`src/rtl/ex_muldiv_pkg.sv`:
```
// Shared definitions for the MIPS32 execute stage: aluop/alusel codes,
// double-width bus type, divider state encoding and start/stop levels.
package ex_muldiv_pkg;

  // Logic ops
  localparam logic [7:0] EXE_NOP_OP   = 8'b0000_0000;
  localparam logic [7:0] EXE_AND_OP   = 8'b0010_0100;
  localparam logic [7:0] EXE_OR_OP    = 8'b0010_0101;
  localparam logic [7:0] EXE_XOR_OP   = 8'b0010_0110;
  localparam logic [7:0] EXE_NOR_OP   = 8'b0010_0111;
  // Shift ops
  localparam logic [7:0] EXE_SLL_OP   = 8'b0111_1100;
  localparam logic [7:0] EXE_SRL_OP   = 8'b0000_0010;
  localparam logic [7:0] EXE_SRA_OP   = 8'b0000_0011;
  // Move ops
  localparam logic [7:0] EXE_MOVZ_OP  = 8'b0000_1010;
  localparam logic [7:0] EXE_MOVN_OP  = 8'b0000_1011;
  localparam logic [7:0] EXE_MFHI_OP  = 8'b0001_0000;
  localparam logic [7:0] EXE_MTHI_OP  = 8'b0001_0001;
  localparam logic [7:0] EXE_MFLO_OP  = 8'b0001_0010;
  localparam logic [7:0] EXE_MTLO_OP  = 8'b0001_0011;
  // Multiply / divide ops
  localparam logic [7:0] EXE_MULT_OP  = 8'b0001_1000;
  localparam logic [7:0] EXE_MULTU_OP = 8'b0001_1001;
  localparam logic [7:0] EXE_DIV_OP   = 8'b0001_1010;
  localparam logic [7:0] EXE_DIVU_OP  = 8'b0001_1011;

  // Result classes
  localparam logic [2:0] EXE_RES_NOP   = 3'b000;
  localparam logic [2:0] EXE_RES_LOGIC = 3'b001;
  localparam logic [2:0] EXE_RES_SHIFT = 3'b010;
  localparam logic [2:0] EXE_RES_MOVE  = 3'b011;

  // {HI,LO}-wide bus
  typedef logic [63:0] dreg_t;

  // Divider states
  typedef enum logic [1:0] {
    DIV_IDLE   = 2'b00,
    DIV_BYZERO = 2'b01,
    DIV_BUSY   = 2'b10,
    DIV_DONE   = 2'b11
  } div_state_e;

  localparam logic DIV_STOP  = 1'b0;
  localparam logic DIV_START = 1'b1;

  // Two's-complement negation of a 32-bit word
  function automatic logic [31:0] neg32(input logic [31:0] v);
    return ~v + 32'd1;
  endfunction

endpackage

```
`src/rtl/ex_muldiv_div_iter.sv`:
```
// Iterative restoring divider: one quotient bit per cycle, signed fix-up on
// the final step. result_o = {remainder, quotient}, valid while ready_o=1.
module div_iter
  import ex_muldiv_pkg::*;
#(
  parameter int unsigned DIV_CYCLES = 32
) (
  input  logic        clk,
  input  logic        rst,
  input  logic        start_i,
  input  logic        signed_i,
  input  logic [31:0] opdata1_i,
  input  logic [31:0] opdata2_i,
  input  logic        annul_i,
  output dreg_t       result_o,
  output logic        ready_o
);

  localparam logic [5:0] LAST_STEP = 6'(DIV_CYCLES - 1);

  div_state_e  state_q;
  logic [5:0]  cnt_q;
  logic [31:0] rem_q;
  logic [31:0] quo_q;
  logic [31:0] dvs_q;
  logic        neg_quo_q;
  logic        neg_rem_q;
  logic        ready_q;
  dreg_t       result_q;

  logic [31:0] rem_d;
  logic [31:0] quo_d;
  logic [31:0] quo_fix;
  logic [31:0] rem_fix;
  logic        fits;

  // One restoring step: shift the next dividend bit into the partial
  // remainder and subtract the divisor when it fits.
  always_comb begin
    fits  = ({rem_q, quo_q[31]} >= {1'b0, dvs_q});
    rem_d = {rem_q[30:0], quo_q[31]};
    quo_d = {quo_q[30:0], 1'b0};
    if (fits) begin
      rem_d = {rem_q[30:0], quo_q[31]} - dvs_q;
      quo_d = {quo_q[30:0], 1'b1};
    end
    quo_fix = neg_quo_q ? neg32(quo_d) : quo_d;
    rem_fix = neg_rem_q ? neg32(rem_d) : rem_d;
  end

  // Divider FSM; annul wins over every state including DONE.
  always_ff @(posedge clk or negedge rst) begin
    if (!rst) begin
      state_q   <= DIV_IDLE;
      cnt_q     <= '0;
      rem_q     <= '0;
      quo_q     <= '0;
      dvs_q     <= '0;
      neg_quo_q <= 1'b0;
      neg_rem_q <= 1'b0;
      ready_q   <= 1'b0;
      result_q  <= '0;
    end else if (annul_i) begin
      state_q <= DIV_IDLE;
      cnt_q   <= '0;
      ready_q <= 1'b0;
    end else begin
      case (state_q)
        DIV_IDLE: begin
          ready_q <= 1'b0;
          cnt_q   <= '0;
          if (start_i) begin
            if (opdata2_i == '0) begin
              neg_quo_q <= 1'b0;
              neg_rem_q <= 1'b0;
              state_q   <= DIV_BYZERO;
            end else begin
              rem_q     <= '0;
              quo_q     <= (signed_i && opdata1_i[31]) ? neg32(opdata1_i) : opdata1_i;
              dvs_q     <= (signed_i && opdata2_i[31]) ? neg32(opdata2_i) : opdata2_i;
              neg_quo_q <= signed_i && (opdata1_i[31] ^ opdata2_i[31]);
              neg_rem_q <= signed_i && opdata1_i[31];
              state_q   <= DIV_BUSY;
            end
          end
        end
        DIV_BYZERO: begin
          result_q <= '0;
          ready_q  <= 1'b1;
          state_q  <= DIV_DONE;
        end
        DIV_BUSY: begin
          rem_q <= rem_d;
          quo_q <= quo_d;
          if (cnt_q == LAST_STEP) begin
            result_q <= {rem_fix, quo_fix};
            ready_q  <= 1'b1;
            state_q  <= DIV_DONE;
          end else begin
            cnt_q <= cnt_q + 6'd1;
          end
        end
        DIV_DONE: begin
          ready_q <= 1'b0;
          cnt_q   <= '0;
          state_q <= DIV_IDLE;
        end
        default: state_q <= DIV_IDLE;
      endcase
    end
  end

  assign result_o = result_q;
  assign ready_o  = ready_q;

endmodule

```
`src/rtl/ex_muldiv.sv`:
```
// MIPS32 execute stage: logic/shift/move ALU, HI/LO pair, iterative divider
// with stall request. Optional single-cycle MULT/MULTU under `EX_MULT_EN.
module ex_muldiv
  import ex_muldiv_pkg::*;
#(
  parameter int unsigned DIV_CYCLES = 32
) (
  input  logic        clk,
  input  logic        rst,
  input  logic [7:0]  aluop_i,
  input  logic [2:0]  alusel_i,
  input  logic [31:0] reg1_i,
  input  logic [31:0] reg2_i,
  input  logic [4:0]  wd_i,
  input  logic        wreg_i,
  input  logic        flush_i,
  output logic [31:0] wdata_o,
  output logic [4:0]  wd_o,
  output logic        wreg_o,
  output logic [31:0] hi_o,
  output logic [31:0] lo_o,
  output logic        stallreq_o
);

  logic [31:0] hi_q;
  logic [31:0] lo_q;
  logic [31:0] wdata_q;
  logic [4:0]  wd_q;
  logic        wreg_q;

  logic [31:0] logic_res;
  logic [31:0] shift_res;
  logic [31:0] move_res;
  logic [31:0] alu_res;

  logic        is_div;
  logic        div_start;
  logic        div_ready;
  dreg_t       div_result;
  logic        stall;

`ifdef EX_MULT_EN
  logic        is_mult;
  logic [63:0] mul_a;
  logic [63:0] mul_b;
  dreg_t       mult_prod;

  // Low 64 bits of the product of the extended operands are exact for both
  // signed and unsigned multiply.
  always_comb begin
    is_mult   = (aluop_i == EXE_MULT_OP) || (aluop_i == EXE_MULTU_OP);
    mul_a     = (aluop_i == EXE_MULT_OP) ? {{32{reg1_i[31]}}, reg1_i} : {32'd0, reg1_i};
    mul_b     = (aluop_i == EXE_MULT_OP) ? {{32{reg2_i[31]}}, reg2_i} : {32'd0, reg2_i};
    mult_prod = mul_a * mul_b;
  end
`endif

  // Per-class results, selected by alusel.
  always_comb begin
    logic_res = '0;
    case (aluop_i)
      EXE_OR_OP:  logic_res = reg1_i | reg2_i;
      EXE_AND_OP: logic_res = reg1_i & reg2_i;
      EXE_XOR_OP: logic_res = reg1_i ^ reg2_i;
      EXE_NOR_OP: logic_res = ~(reg1_i | reg2_i);
      default:    logic_res = '0;
    endcase

    shift_res = '0;
    case (aluop_i)
      EXE_SLL_OP: shift_res = reg2_i << reg1_i[4:0];
      EXE_SRL_OP: shift_res = reg2_i >> reg1_i[4:0];
      EXE_SRA_OP: shift_res = $signed(reg2_i) >>> reg1_i[4:0];
      default:    shift_res = '0;
    endcase

    move_res = '0;
    case (aluop_i)
      EXE_MOVZ_OP, EXE_MOVN_OP: move_res = reg1_i;
      EXE_MFHI_OP:              move_res = hi_q;
      EXE_MFLO_OP:              move_res = lo_q;
      default:                  move_res = '0;
    endcase

    case (alusel_i)
      EXE_RES_LOGIC: alu_res = logic_res;
      EXE_RES_SHIFT: alu_res = shift_res;
      EXE_RES_MOVE:  alu_res = move_res;
      default:       alu_res = '0;
    endcase
  end

  // Divide request and pipeline stall; stall drops in DONE and under flush.
  always_comb begin
    is_div    = (aluop_i == EXE_DIV_OP) || (aluop_i == EXE_DIVU_OP);
    div_start = is_div ? DIV_START : DIV_STOP;
    stall     = rst && is_div && !div_ready && !flush_i;
  end

  div_iter #(
    .DIV_CYCLES(DIV_CYCLES)
  ) u_div (
    .clk       (clk),
    .rst       (rst),
    .start_i   (div_start),
    .signed_i  (aluop_i == EXE_DIV_OP),
    .opdata1_i (reg1_i),
    .opdata2_i (reg2_i),
    .annul_i   (flush_i),
    .result_o  (div_result),
    .ready_o   (div_ready)
  );

  // HI/LO update: divider completion first, then multiply, then MTHI/MTLO.
  always_ff @(posedge clk or negedge rst) begin
    if (!rst) begin
      hi_q <= '0;
      lo_q <= '0;
    end else if (!flush_i) begin
      if (div_ready) begin
        hi_q <= div_result[63:32];
        lo_q <= div_result[31:0];
      end
`ifdef EX_MULT_EN
      else if (is_mult) begin
        hi_q <= mult_prod[63:32];
        lo_q <= mult_prod[31:0];
      end
`endif
      else if (aluop_i == EXE_MTHI_OP) begin
        hi_q <= reg1_i;
      end else if (aluop_i == EXE_MTLO_OP) begin
        lo_q <= reg1_i;
      end
    end
  end

  // Result bundle to the memory stage; flush and stall both emit a bubble.
  always_ff @(posedge clk or negedge rst) begin
    if (!rst) begin
      wdata_q <= '0;
      wd_q    <= '0;
      wreg_q  <= 1'b0;
    end else if (flush_i) begin
      wdata_q <= '0;
      wd_q    <= '0;
      wreg_q  <= 1'b0;
    end else if (stall) begin
      wdata_q <= '0;
      wd_q    <= wd_i;
      wreg_q  <= 1'b0;
    end else begin
      wdata_q <= alu_res;
      wd_q    <= wd_i;
      wreg_q  <= wreg_i;
    end
  end

  assign wdata_o    = wdata_q;
  assign wd_o       = wd_q;
  assign wreg_o     = wreg_q;
  assign hi_o       = hi_q;
  assign lo_o       = lo_q;
  assign stallreq_o = stall;

endmodule

```
`config.mk`:
```
export PLATFORM = sky130hd
export DESIGN_NAME = ex_muldiv
export DESIGN_NICKNAME = d
export VERILOG_FILES = /design/src/rtl/ex_muldiv_pkg.sv /design/src/rtl/ex_muldiv_div_iter.sv /design/src/rtl/ex_muldiv.sv
export SDC_FILE = /design/constraint.sdc
export NUM_CORES = 1
export LEC_CHECK = 0
export BUFFER_PORTS_ARGS = -buffer_cell sky130_fd_sc_hd__buf_2
export CAP_MARGIN = 20
export CORE_MARGIN = 3
export CORE_UTILIZATION = 35
export CTS_CLUSTER_SIZE = 25
export DETAILED_ROUTE_END_ITERATION = 10
export GPL_TIMING_DRIVEN = 0
export PLACE_DENSITY_LB_ADDON = 0.15
export SYNTH_ARGS = -nofsm -noshare
export SYNTH_HDL_FRONTEND = slang
export SYNTH_HIERARCHICAL = 1
export SYNTH_SLANG_ARGS = --single-unit
```
`constraint.sdc`:
```
create_clock -name clk -period 5.14 [get_ports clk]
set_input_delay 1.028 -clock clk [delete_from_list [all_inputs] [get_ports clk]]
set_output_delay 1.028 -clock clk [all_outputs]
set_load 0.05 [all_outputs]
```
==> Word-level counts from Yosys, hierarchy flattened <==
Cells that the tools add are included.
{ "word_totals": {"register_bits": 273, "output_inout_bits": 103, "in_bits": 84} }
{ "classes": {"n_eq_ne": 29, "mux": 42, "n_bitwise": 11, "n_reduce_logical": 26, "shift": 3, "add_sub_neg": 6, "order_cmp": 1} }
{ "op_table": {"columns": ["operator", "n"], "rows": [
  ["$mux W32", 16],
  ["$pmux W32 S3", 3],
  ["$not A32 Y32", 5],
  ["$add A32 B1 Y32 const B", 4],
  ["$pmux W32 S2", 2],
  ["$pmux W32 S4", 1],
  ["$pmux W64 S2", 1],
  ["$mux W64", 1],
  ["$eq A8 B5 Y1 const B", 6],
  ["$ge A33 B32 Y1", 1],
  ["$and A32 B32 Y32", 1],
  ["$eq A8 B6 Y1 const B", 4],
  ["$logic_not A32 Y1", 1],
  ["$or A32 B32 Y32", 1],
  ["$shl A32 B5 Y32", 1],
  ["$shr A32 B5 Y32", 1],
  ["$sshr A32 B5 Y32", 1],
  ["$sub A32 B32 Y32", 1],
  ["$xor A32 B32 Y32", 1],
  ["$eq A8 B2 Y1 const B", 2],
  ["$eq A8 B4 Y1 const B", 2],
  ["$mux W6", 2],
  ["$pmux W6 S2", 1],
  ["$reduce_and A3 Y1", 3],
  ["other kinds (27)", 56]
]} }

==> Longest topological paths before layout <==
Gate-level depths: netlist (run 1).
{ "depth": {"ltp_word": 7, "ltp_mapped": 24, "depth_no_buf": 19} }

==> Modules after synthesis <==
The synthesis (run 1) kept the hierarchy.
{ "modules_own_cells": {"columns": ["mod", "cells_per_inst", "instances", "area_each_um2"], "rows": [
  ["div_iter", 1527, 1, 12281.8],
  ["ex_muldiv", 1362, 1, 11497.3]
]} }

==> Worst setup path after synthesis (run 1) <==
Ideal clock, no wire load.
{ "synth_timing": {"kind": "flip-flop to flip-flop", "start": "register u_div.rem_q[3]", "end": "register u_div.result_q[62] (netlist: u_div/result_o[62])", "arrival_time_ps": 4738, "required_time_ps": 5018, "setup_time_ps": 122, "path_stages_with_launch": 21, "n_path_buf": 4, "period_less_slack_ps": 4859, "slack_ps": 281, "cell_sequence": "dfrtp_1 -> ha_1 -> o2111ai_4 -> a2111oi_4 -> o31ai_2 -> a21oi_2 -> o21a_4 -> buf_4 -> buf_6 -> buf_4 -> buf_2 -> nand2_1 -> o21ai_0 -> ha_1 -> nand2_1 -> nor4b_1 -> nor4b_1 -> a221oi_1 -> a21o_1 -> a211o_1 -> a32o_1"} }
{ "synth_via": {"elab_chain_cells": 7, "word_cells_on_any_way": 8, "classes_between": "2 x add/sub; 1 x order compare; 4 x mux; 1 x bitwise"} }
{ "synth_lines": {"columns": ["item", "line", "source"], "rows": [
  ["from (decl)", "ex_muldiv_div_iter.sv:23", "logic [31:0] rem_q;"],
  ["from (signal assigned)", "ex_muldiv_div_iter.sv:93", "rem_q <= rem_d;"],
  ["$sub A32 B32 Y32 or $ge A33 B32 Y1 (tied branches)", "ex_muldiv_div_iter.sv:44, ex_muldiv_div_iter.sv:40", null],
  ["$mux W32 *", "ex_muldiv_div_iter.sv:43", "if (fits) begin"],
  ["$not A32 Y32", "ex_muldiv_pkg.sv:50", "return ~v + 32'd1;"],
  ["$add A32 B1 Y32", "ex_muldiv_pkg.sv:50", null],
  ["$mux W32 *", "ex_muldiv_div_iter.sv:48", "rem_fix = neg_rem_q ? neg32(rem_d) : rem_d;"],
  ["$mux W64 *", "ex_muldiv_div_iter.sv:95", "if (cnt_q == LAST_STEP) begin"],
  ["$pmux W64 S2 *", "ex_muldiv_div_iter.sv:68", "case (state_q)"],
  ["to (signal assigned)", "ex_muldiv_div_iter.sv:96", "result_q <= {rem_fix, quo_fix};"],
  ["to (decl)", "ex_muldiv_div_iter.sv:29", "dreg_t result_q;"]
]} }
Every way passes the cells marked *; elsewhere a longest branch is shown, timed or not. The select of a mux whose other input is x is not followed.
A chain may end at the register's enable or synchronous reset.

==> Worst setup path in the final report (run 1) <==
{ "layout_timing": {"start": "register u_div.rem_q[5]", "end": "register u_div.result_q[28] (netlist: u_div/result_o[28])"} }
{ "layout_via": {"elab_chain_cells": 7} }
{ "layout_lines": {"columns": ["item", "line", "source"], "rows": [
  ["$ge A33 B32 Y1", "ex_muldiv_div_iter.sv:40", "fits = ({rem_q, quo_q[31]} >= {1'b0, dvs_q});"],
  ["$mux W1", "ex_muldiv_div_iter.sv:43", null],
  ["$not A32 Y32", "ex_muldiv_pkg.sv:50", null],
  ["$add A32 B1 Y32", "ex_muldiv_pkg.sv:50", null],
  ["$mux W32", "ex_muldiv_div_iter.sv:47", "quo_fix = neg_quo_q ? neg32(quo_d) : quo_d;"],
  ["$mux W64", "ex_muldiv_div_iter.sv:95", null],
  ["$pmux W64 S2", "ex_muldiv_div_iter.sv:68", null]
]} }
No other way between the ends. The select of a mux whose other input is x is not followed.

==> results of run 1 <==
==> sequential cells by signal, indices dropped and copies added, names as in the netlist, 2 cells and up <==
| name | count |
|---|---|
| u_div/state_q | 2 |
| u_div/dvs_q | 32 |
| u_div/result_o | 64 |
| u_div/cnt_q | 6 |
| wd_o | 5 |
| u_div/quo_q | 32 |
| wdata_o | 32 |
| hi_o | 32 |
| lo_o | 32 |
| u_div/rem_q | 32 |
==> where the power goes <==
part / internal (µW) / leakage, µW / switching (µW)
logic: 1390 / 0.00765 / 3600
clock network: 1660 / 0.000622 / 1060
registers: 2770 / 0.00341 / 853
==> path summary, 6_finish.rpt <==
path,endpoint,slack [ns],from
setup / recovery,u_div/result_o[28]$_DFFE_PN0P_,0.17,u_div/rem_q[5]$_DFFE_PN0P_
hold reg to reg,u_div/result_o[17]$_DFFE_PN0P_,0.49,u_div/result_o[17]$_DFFE_PN0P_
max in group asynchronous,hi_o[10]$_DFFE_PN0P_,3.22,rst
hold / removal,wdata_o[28]$_DFF_PN0_,0.48,rst
min in group clk,u_div/result_o[17]$_DFFE_PN0P_,0.49,u_div/result_o[17]$_DFFE_PN0P_
setup reg to reg,u_div/result_o[28]$_DFFE_PN0P_,0.17,u_div/rem_q[5]$_DFFE_PN0P_
==> repair_timing <==
action / CTS / global route
endpoints found under the setup margin: 17 / 12
setup buffers: 2 / 3
hold buffers: 0 / 0
pin swaps: 1 / 6
gates cloned: 0 / 0
resized for setup: 19 / 14
==> synthesized netlist by cell type, types with 30 or more instances <==
cell type and count:
a21oi_1 270, buf_2 52, clkbuf_1 124, dfrtp_1 273
ha_1 106, inv_1 119, mux2_2 46, mux2i_1 116
mux4_2 53, nand2_1 382, nand3_1 35, nor2_1 258
nor3_1 57, o21ai_0 236, o21ai_1 30, o22ai_1 36
o31ai_1 43, xnor2_1 91, xor2_1 83
==> metrics by stage <==
step | setup TNS [ns] | worst slack, ns
final | 0 | 0.1733
after global routing | -0.007884 | -0.007884
after CTS | 0 | 0.002313
after detailed placement | -15.39 | -0.8692
after global placement | -699.93 | -2.759
after floorplan | 0 | 0.2806
==> cell families after synthesis <==
family	share of synthesized area
muxes	0.1223
AOI/OAI and AO/OA	0.2293
and+or+nand+nor	0.1799
DFF	0.2873
xor gates and xnor gates	0.06409
buffers and inverters	0.06046
adders and majority gates	0.05662
==> final cells by class <==
class                      instances  area share
inverter                         121     0.01679
tap                              864     0.03953
clock buffer                      49     0.03729
antenna                            3   0.0002745
buffer                           202     0.03605
timing repair buffer             198     0.03976
multi-input combinational       2286      0.5715
clock inverter                    16    0.008967
sequential                       273      0.2499
==> worst max-delay path, cell delays in order, from the launching register on <==
cell and delay (ns):
dfrtp_2 0.45, ha_1 0.30, buf_2 0.17, a21oi_2 0.20, o22ai_1 0.15, o21ba_2 0.27
o31ai_2 0.21, a21oi_2 0.12, o21a_4 0.27, inv_6 0.15, buf_12 0.20, clkdlybuf4s18_2 0.46
ha_1 0.36, nand4_1 0.32, or4_1 0.57, o21ai_0 0.23, xor2_1 0.26, o21ai_0 0.12
==> per-layer routing <==
| metal | global-route usage | part of all wire | vias up |
|---|---|---|---|
| li1 | - | - | 10870 |
| met2 | 0.5623 | 0.45 | 1376 |
| met1 | 0.4507 | 0.40 | 12380 |
| met5 | 0 | 0.000092 | - |
| met4 | 0.2067 | 0.069 | 2 |
| met3 | 0.07467 | 0.083 | 342 |
==> metrics, run 1 <==
status complete, no violations; H-tree lvl count 2; CTS Buffer Depth 3; Clock transition at path regs approximately 0.060 ns; area of the multi-input gates 15630 µm²; largest net degree at the start of global routing between 100 and 150; HP Class input port to async pin; syn nets around 3100; most common cell after layout, fill and taps aside nand2_1; post-route ant nets 0; Fillers around 6800; Crit Path Category flip-flop to flip-flop; placement-stage cell area approximately 26000 µm²; worst slew pin tran about 1.2 ns; area leader, netlist dfrtp_1; vias in the first global route roughly 24000; # port buffers about 190; Synth Flop Type dfrtp_1; FP Rows 94; drt total wl between 100000 and 150000 µm; CTS tree built; crit share post-route 0.9663; Die Wd around 270 µm; Mapped Avg Cell Area just over 8 µm²; Worst Path Arrival 5.40 ns; initial antenna violation count 3; Total Nets Final around 3300; detailed-route via count roughly 25000; EDFF count, synth 0; Synth top area share 0.2873; Reg area 6834 µm²; Worst setup SP type flip-flop; layout cells sized above 1 0.1622; cell area after layout 27350 µm²; TritonRoute pass-1 iters 6; total congestion overflow 0; Root Buffer clkbuf_16; die height approximately 270 µm; PD cells 414.5 nW/µm²; Critical Path RT approximately 5.6 ns; WHS 0.4810 ns; gpl congestion around 1.0; Synth warnings 6; die area 71100 µm²; Initial Util 0.3572; fin crit period between 4 and 5 ns; TritonCTS Buffers 36; # IOs between 150 and 200; DR WL/cell ~32 µm; Layout area overhead 15.01%; fin util 0.4108; MaxCap Viol Count 0; Sink Count ~270; Final Power approximately 11000 µW; Gate Count Post-Synth 2889; flops & latches, synth roughly 270; Seq/Total Area, Yosys 0.2873; DR iter-0 viols roughly 2700; count of cell types in the netlist 103; vias per inst ~6.2; Non-Filler Instances 4012; max-slew violation count 0; worst clock skew around 0.039 ns; Worst-Skew Late Latency just under 0.6 ns; top post-synthesis cells by area dfrtp_1 (29%), nand2_1 (6.0%), a21oi_1 (5.7%), ha_1 (5.6%), mux4_2 (5.0%); Synth async-reset ratio 1.000; final hold violation count 0; Cell Area, Synth ~24000 µm²; detailed-route DRC error count 0; crit end category flip-flop; leakage power between 0.01 and 0.015 µW; worst-path fanout max 19; Tot GR Track Use 0.3558; area of the core between 60000 and 70000 µm²; Final setup viols 0; first-pass GRT wire length 181000 µm; Post-DP HPWL approximately 100000 µm; placed cells 3944; depth of the worst register-to-register path 17; most frequent cells in the layout nand2_1 (382), dfrtp_1 (271), a21oi_1 (267); FMAX around 200 MHz; Worst slew margin 0.2182; worst vdd ir ~0.00042 V
Note: power is estimated with default switching activity, not from simulation.
==> run 2: changes to the inputs <==
- CORE_ASPECT_RATIO: default -> 1.5
==> run 2 against run 1 <==
Compared with the run above: via count rose by 1.5%; core utilization fell by 0.54 points; clock power fell by 17%; largest power group unchanged; worst hold slack got worse by 0.069 ns; cell count rose by 0.57%; clock skew fell by 0.0054 ns; wire length rose by 8.2%; largest cell class unchanged; sequential share of layout area rose by 0.16 points.
==> metrics, run 2 (synthesis gave the netlist of run 1 again) <==
status complete, no violations; # IOs 187; TritonRoute pass-1 iters 7; Post-DP HPWL about 110000 µm; detailed-route DRC error count 0; Sequential Power Share 0.334; drt total wl about 140000 µm; Initial Util 0.3546; Total Nets Final between 3000 and 4000; crit end category flip-flop; vias in the first global route roughly 25000; post-route ant nets 0; Die Wd ~220 µm; Final Power 10960 µW; Reg2Reg Capture Point u_div/result_o[62]$_DFFE_PN0P_; TritonCTS Buffers 31; worst-path fanout max 11; max FFs per register 64; # port buffers about 190; Net Sw Frac 0.5060; Sw Pwr 5547 µW; vias per inst 6.282; Critical Path RT ~5.7 ns; Buf/Inv on CP 4; FP Rows ~120; Tot GR Track Use 0.3869; first-pass GRT wire length between 150000 and 200000 µm; detailed-route via count ~25000; critical-path cell list ha_1 -> buf_2 -> a21oi_2 -> o22ai_1 -> o21ba_2 -> o31ai_2 -> a21oi_2 -> o21a_4 -> inv_6 -> buf_12 -> buf_8 -> mux2i_4 -> ha_2 -> nand2_1 -> nor4b_4 -> nor4b_4 -> a221oi_1 -> a21o_1 -> a211o_1 -> a32o_1; worst vdd ir a little under 0.0004 V; Worst R2R Start u_div/rem_q[7]$_DFFE_PN0P_; FMAX around 200 MHz; PD cells 403.3 nW/µm²; fin crit period 5.007 ns; Root Buffer clkbuf_16; Sink Count about 270; Worst-Skew Late Latency 0.64 ns; most common cell after layout, fill and taps aside nand2_1; power share of the clock group 0.206; layout cells sized above 1 0.1659; Clock transition at path regs ~0.070 ns; leakage power approximately 0.012 µW; crit share post-route 0.9742; Worst slew margin 0.1423; die height ~330 µm; max-slew violation count 0; area of the core around 67000 µm²; largest net degree at the start of global routing roughly 110; die area 71170 µm²; DR iter-0 viols around 2700; H-tree lvl count 1; Fillers between 7000 and 8000; gpl congestion about 1.1; DR WL/cell roughly 35 µm; total congestion overflow 0; fin util 0.4055; Crit Path Category flip-flop to flip-flop; R2R Setup Slk around 0.13 ns; Reg area between 6000 and 7000 µm²; cell area after layout 27190 µm²; CTS Buffer Depth 3; Worst Path Arrival around 5.5 ns; placement-stage cell area approximately 26000 µm²; CP peak stage delay between 0.4 and 0.5 ns; Fin Setup TNS 0 ns; CTS tree built; most frequent cells in the layout nand2_1 (380), dfrtp_1 (268), a21oi_1 (266); area of the multi-input gates around 16000 µm²; depth of the worst register-to-register path 20; final hold violation count 0; Crit-path slowest cell dfrtp_2; HP Class input port to async pin; MaxCap Viol Count 0; worst slew pin tran approximately 1.3 ns; Post-CTS Hold Buffers 0; Comb power frac 0.460; Layout area overhead 14.33%; Int Power about 5400 µW; Worst setup SP type flip-flop; Top delay family on crit path compound AO/OA/AOI/OAI gates; WHS about 0.41 ns; crit path launch u_div/rem_q[7]$_DFFE_PN0P_; Final setup viols 0; worst clock skew 0.03358 ns; initial antenna violation count 12
==> run 2: changes by cell type in the layout (fill, tap and decap cells not counted), moves of 2 or more <==
cell,before,now
nand2_1,382,380
clkbuf_1,126,123
clkbuf_8,7,3
nand2_2,0,2
buf_2,233,235
buf_4,15,26
clkbuf_16,36,31
clkinv_4,0,2
dfrtp_2,2,5
clkinv_2,5,9
buf_6,14,12
bufinv_16,5,2
dfrtp_1,271,268
==> run 2: timing repair <==
action                                  4_1_cts  5_1_grt
gates cloned                                  0        0
buffers inserted                              3       10
pin swaps                                     2        6
endpoints found under the setup margin       18       14
gates resized for setup                      19       16
==> run 2: through the flow <==
step	worst slack [ns]	cells
2_1_floorplan	0.2806	2889
3_3_place_gp	-3.147	3959
3_5_place_dp	-1.084	3966
4_1_cts	0.02407	4022
5_1_grt	-0.03508	4031
6_report	0.1326	4035
==> run 2: cell type report <==
| type | count | area share |
|---|---|---|
| Antenna cell | 4 | 0.0003682 |
| Buffer | 202 | 0.03594 |
| Clock buffer | 37 | 0.03047 |
| Clock inverter | 19 | 0.006811 |
| Inverter | 121 | 0.01689 |
| Multi-Input combinational cell | 2286 | 0.5749 |
| Sequential cell | 273 | 0.2515 |
| Tap cell | 885 | 0.04073 |
| Timing Repair Buffer | 208 | 0.04243 |
==> run 2: how the worst max path moves through the flow <==
stage                                           to  slack, ns  depth (start not counted)
detailed placement  u_div/result_o[62]$_DFFE_PN0P_      -1.08                         20
global placement                        stallreq_o      -3.15                          4
finish              u_div/result_o[62]$_DFFE_PN0P_       0.13                         20
global route        u_div/result_o[62]$_DFFE_PN0P_      -0.04                         20
floorplan           u_div/result_o[62]$_DFFE_PN0P_       0.28                         20
CTS                 u_div/result_o[62]$_DFFE_PN0P_       0.02                         19
==> run 2: per-layer routing <==
| layer | global-route usage | vias up | share of wire |
|---|---|---|---|
| met4 | 0.3405 | 10 | 0.12 |
| met5 | 0 | - | 0.00046 |
| met3 | 0.08597 | 524 | 0.078 |
| li1 | - | 10890 | - |
| met2 | 0.6334 | 1492 | 0.47 |
| met1 | 0.4159 | 12440 | 0.34 |
==> run 2: power groups by stage <==
stage               logic, µW  registers, µW  clock network, µW
global placement         4850           3620                  0
floorplan                2420           4090                  0
finish                   5040           3660               2260
detailed placement       4900           3630                  0
CTS                      4940           3600               2300
global route             5380           3690               2380
